`src/rtl/gpio_move_ctl.sv`:
```
// Player-2 movement pin conditioner: 2-flop sync, per-line debounce, left/right arbitration.
// Optional GPIO_LAST_WINS_EN: with both lines held, the most recent press owns the output.
module gpio_move_ctl #(
  parameter int unsigned DEBOUNCE_CYCLES = 650000,
  parameter int unsigned CNT_W           = $clog2(DEBOUNCE_CYCLES)
) (
  input  logic clk,
  input  logic rst,
  input  logic gpio_left_raw,
  input  logic gpio_right_raw,
  output logic gpio_left,
  output logic gpio_right,
  output logic dir_change
);

  localparam logic [CNT_W-1:0] CntMax = CNT_W'(DEBOUNCE_CYCLES - 1);

  localparam logic [1:0] StNone  = 2'd0;
  localparam logic [1:0] StLeft  = 2'd1;
  localparam logic [1:0] StRight = 2'd2;

  // Bit 0 is the left line, bit 1 the right line.
  logic [1:0]       raw;
  logic [1:0]       s1;
  logic [1:0]       s2;
  logic [1:0]       deb_q;
  logic [1:0]       deb_d;
  logic [CNT_W-1:0] cnt_q [2];
  logic [CNT_W-1:0] cnt_d [2];
  logic [1:0]       state_q;
  logic [1:0]       state_d;
  logic [1:0]       prev_state_q;
`ifdef GPIO_LAST_WINS_EN
  logic [1:0]       deb_prev_q;
`endif

  assign raw = {gpio_right_raw, gpio_left_raw};

  always_comb begin
    for (int i = 0; i < 2; i++) begin
      deb_d[i] = deb_q[i];
      cnt_d[i] = '0;
      if (s2[i] != deb_q[i]) begin
        if (cnt_q[i] == CntMax) begin
          deb_d[i] = s2[i];
        end else begin
          cnt_d[i] = cnt_q[i] + 1'b1;
        end
      end
    end
  end

  always_comb begin
    state_d = state_q;
    case (deb_q)
      2'b00:   state_d = StNone;
      2'b01:   state_d = StLeft;
      2'b10:   state_d = StRight;
      default: begin
`ifdef GPIO_LAST_WINS_EN
        // Newcomer takes over; a simultaneous rise goes to the right line.
        if (deb_q[1] && !deb_prev_q[1]) begin
          state_d = StRight;
        end else if (deb_q[0] && !deb_prev_q[0]) begin
          state_d = StLeft;
        end else begin
          state_d = state_q;
        end
`else
        state_d = StNone;
`endif
      end
    endcase
  end

  always_ff @(posedge clk) begin
    if (rst) begin
      s1           <= '0;
      s2           <= '0;
      deb_q        <= '0;
      cnt_q[0]     <= '0;
      cnt_q[1]     <= '0;
      state_q      <= StNone;
      prev_state_q <= StNone;
      dir_change   <= 1'b0;
`ifdef GPIO_LAST_WINS_EN
      deb_prev_q   <= '0;
`endif
    end else begin
      s1           <= raw;
      s2           <= s1;
      deb_q        <= deb_d;
      cnt_q[0]     <= cnt_d[0];
      cnt_q[1]     <= cnt_d[1];
      state_q      <= state_d;
      prev_state_q <= state_q;
      dir_change   <= (state_q != prev_state_q);
`ifdef GPIO_LAST_WINS_EN
      deb_prev_q   <= deb_q;
`endif
    end
  end

  assign gpio_left  = (state_q == StLeft);
  assign gpio_right = (state_q == StRight);

endmodule

```
`config.mk`:
```
export PLATFORM = sky130hd
export DESIGN_NAME = gpio_move_ctl
export DESIGN_NICKNAME = d
export VERILOG_FILES = /design/src/rtl/gpio_move_ctl.sv
export SDC_FILE = /design/constraint.sdc
export NUM_CORES = 1
export LEC_CHECK = 0
export CAP_MARGIN = 20
export CORE_MARGIN = 4
export CORE_UTILIZATION = 45
export CTS_CLUSTER_DIAMETER = 30
export DETAILED_ROUTE_END_ITERATION = 6
export HOLD_SLACK_MARGIN = 0.12
export PLACE_DENSITY_LB_ADDON = 0.12
export SYNTH_ARGS = -nofsm -noshare
export SYNTH_HDL_FRONTEND = slang
export SYNTH_SLANG_ARGS = --single-unit
export TNS_END_PERCENT = 5
```
`constraint.sdc`:
```
create_clock -name clk -period 3.67 [get_ports clk]
set_clock_uncertainty 0.05 [all_clocks]
set_input_delay 0.5505 -clock clk [delete_from_list [all_inputs] [get_ports clk]]
set_output_delay 0.5505 -clock clk [all_outputs]
set_load 0.01 [all_outputs]
```
==> impl_metrics.py <==
metrics = {
    "status": {
        "outcome": "finished, final reports clean",
    },
    "clock_network": {
        "cts.sink_count": 51,
        "numCtsBuffers": 5,
        "cts_tree": "yes",
        "path_clk_slew_ns": 0.09,
        "cts_resized": 0,
        "clk_latency_ns": 0.30,
        "root_buffer": "clkbuf_8",
        "holdBufCountCts": 0,
        "postCtsSetupRepairBufs": 0,
        "clockBufferDepth": 2,
        "htree_levels": 2,
    },
    "synth": {
        "yosys_register_bits": 51,
        "netlist_area_sq_um": 2200,
        "yosys.area_share.simple_pct": 30.4,
        "synth_nets": 246,
        "synth-main-ff-cell": "dfxtp_1",
        "async_flop_share_pct": 0,
        "seq_area_frac_synth_pct": 46.5,
        "synth.distinct_cells": 38,
        "synth_compound_area_share_pct": 5.41,
        "synth_top_family_by_area": "simple AND/OR/NAND/NOR gates",
        "synth_edf_count": 0,
        "synthXorXnorAreaFrac_pct": 13.6,
        "synthCells": 240,
        "muxShareOfSynthArea_pct": 0.456,
        "syn_area_per_cell_sq_um": 9.15,
        "synthAdderAreaFrac_pct": 1.14,
        "ys_warn_count": 0,
    },
    "grt": {
        "antenna_found_initial": 0,
        "grtUsageTotal_pct": 12.8,
        "first_global_vias": 1433,
        "grt_max_degree": 20,
        "grt_pass1_wl_mm": 6.19,
        "overflow": 0,
    },
    "cells_and_area": {
        "antenna_cells_inserted": 0,
        "drive_gt1_share_pct": 8.40,
        "final_cells": 317,
        "layout.cells.most_common": "dfxtp_1",
        "fin_nets": 255,
        "area_growth_pct": 10.8,
        "layout_common_cells": "dfxtp_1, nor2_1, xnor2_1, nor3_1, nor4_1",
    },
    "floorplanning": {
        "die_w_um": 77.9,
        "die_h_um": 77.9,
        "start_util_pct": 46.5,
        "coreArea_sq_um": 4720,
        "rows": 25,
        "io_pins": 7,
        "die-area_sq_um": 6060,
    },
    "critical_path": {
        "arrival_ns": 2.22,
        "r2r_slack_ns": 1.57,
        "cp-start-kind": "flop",
        "endpoint_kind": "flop",
        "cp-startpoint": "cnt_q[0][0]",
        "crit_fanout": 18,
        "r2r_start": "cnt_q[0][0]",
        "crit_type": "flop to flop",
        "cp.required_ns": 3.79,
    },
    "sta": {
        "timing.fmax_mhz": 475,
        "finalCriticalPeriod_ns": 2.10,
        "finalSetupViolations": 0,
        "rsz0062_at_grt": "false",
        "final_hold_viol_count": 0,
        "tightest_slew_ns": 0.754,
        "fin_crit_sh_pct": 57.3,
        "relSlewSlack_pct": 49.7,
        "final.setup.tns_ns": 0,
        "finalMaxSlewViolations": 0,
    },
    "power_and_ir_drop": {
        "ir_worst_vdd_uv": 163,
        "cellPowerDensity_nw_per_um2": 392,
        "p_leak_nw": 0.722,
        "power_mw": 0.955,
    },
    "flow_run": {
        "cap_viol_max_count": 0,
    },
    "placed_design": {
        "io_buffers": 6,
        "gp_congestion": 0.729,
        "dpl.hpwl_mm": 2.39,
        "dp_cells": 309,
    },
    "drt": {
        "totalWireLength_mm": 3.55,
        "wire_per_inst_um": 11.2,
        "drtIter0Drc": 87,
        "drc": 0,
        "via_per_inst": 5.02,
        "vias": 1591,
        "antenna_left": 0,
        "drt-pass1-iter-count": 4,
    },
    "hold_path": {
        "holdCritPathClass": "flop to flop",
        "hp-start": "s1[0]",
    },
}
[worst max-delay path, cell delays in order, from the launching register on]
cell and delay, ns:
dfxtp_1 0.38, ha_1 0.21, nand3_2 0.19, or2_2 0.40
o21ai_2 0.63, nor2_1 0.11
[final cells by class]
| type | count | area (sq um) |
|---|---|---|
| clock buffers | 5 | 68.8 |
| clock inverters | 3 | 43.8 |
| fillers | 459 | 2290 |
| inverters | 10 | 37.5 |
| multi-input cells | 175 | 1120 |
| flip-flops and latches | 51 | 1020 |
| well taps | 67 | 83.8 |
| repair buffers | 6 | 60.1 |
[final timing paths]
| path | endpoint | depth (start not counted) |
|---|---|---|
| hold reg to reg | s2[0] | 1 |
| setup / recovery | cnt_q[0][7] | 5 |
| hold / removal | s2[0] | 1 |
| setup reg to reg | cnt_q[0][7] | 5 |
[synthesized netlist by cell type (3+ instances only)]
master / n / area, sq um
xor2_1: 6 / 52.6
nand2_1: 9 / 33.8
and4_1: 3 / 26.3
nor4_1: 11 / 68.8
o21ai_0: 3 / 15.0
nor2_1: 44 / 165
nor3_1: 11 / 55.1
nand3_1: 7 / 35.0
xnor2_1: 28 / 245
nor2b_1: 10 / 62.6
inv_1: 10 / 37.5
a21oi_1: 4 / 20.0
nand4_1: 9 / 56.3
dfxtp_1: 51 / 1020
buf_2: 3 / 15.0
[layer usage]
metal	vias to the layer above	GRT usage [%]	wire [um]
li1	849	-	-
met1	723	16.4	1830
met2	11	19.6	1550
met3	8	2.90	80
met4	0	7.47	89
met5	-	0	0
[cells by family (layout without fill, tap and decap cells)]
group,count (synthesis),after routing
compound gates,17,17
flops,51,51
buf+inv,14,24
fa+ha+maj,2,2
xor+xnor,34,34
mux,1,1
simple gates,121,121
[metrics by stage]
step / utilization [%] / area (sq um) / setup slack, ns / hold slack (ns)
3_5_place_dp: 49.2 / 2320 / 1.52 / 0.381
4_1_cts: 51.5 / 2430 / 1.52 / 0.399
2_1_floorplan: - / 2200 / 1.86 / 0.364
5_1_grt: 51.5 / 2430 / 1.34 / 0.424
3_3_place_gp: 49.2 / 2320 / 1.54 / 0.367
6_report: 51.5 / 2430 / 1.57 / 0.394
[power by group]
group / leakage [nW] / switching [mW] / internal (mW) / total, mW
Clock: 0.0581 / 0.182 / 0.203 / 0.385
Combinational: 0.253 / 0.00724 / 0.00543 / 0.0127
Sequential: 0.412 / 0.00152 / 0.556 / 0.557
Total: 0.722 / 0.191 / 0.764 / 0.955
[state kept, by name (all words and copies together), names as in the netlist]
| register | count |
|---|---|
| cnt_q | 40 |
| state_q | 2 |
| s2 | 2 |
| deb_q | 2 |
| dir_change | 1 |
| prev_state_q | 2 |
| s1 | 2 |
Note: power is estimated with default switching activity, not from simulation.
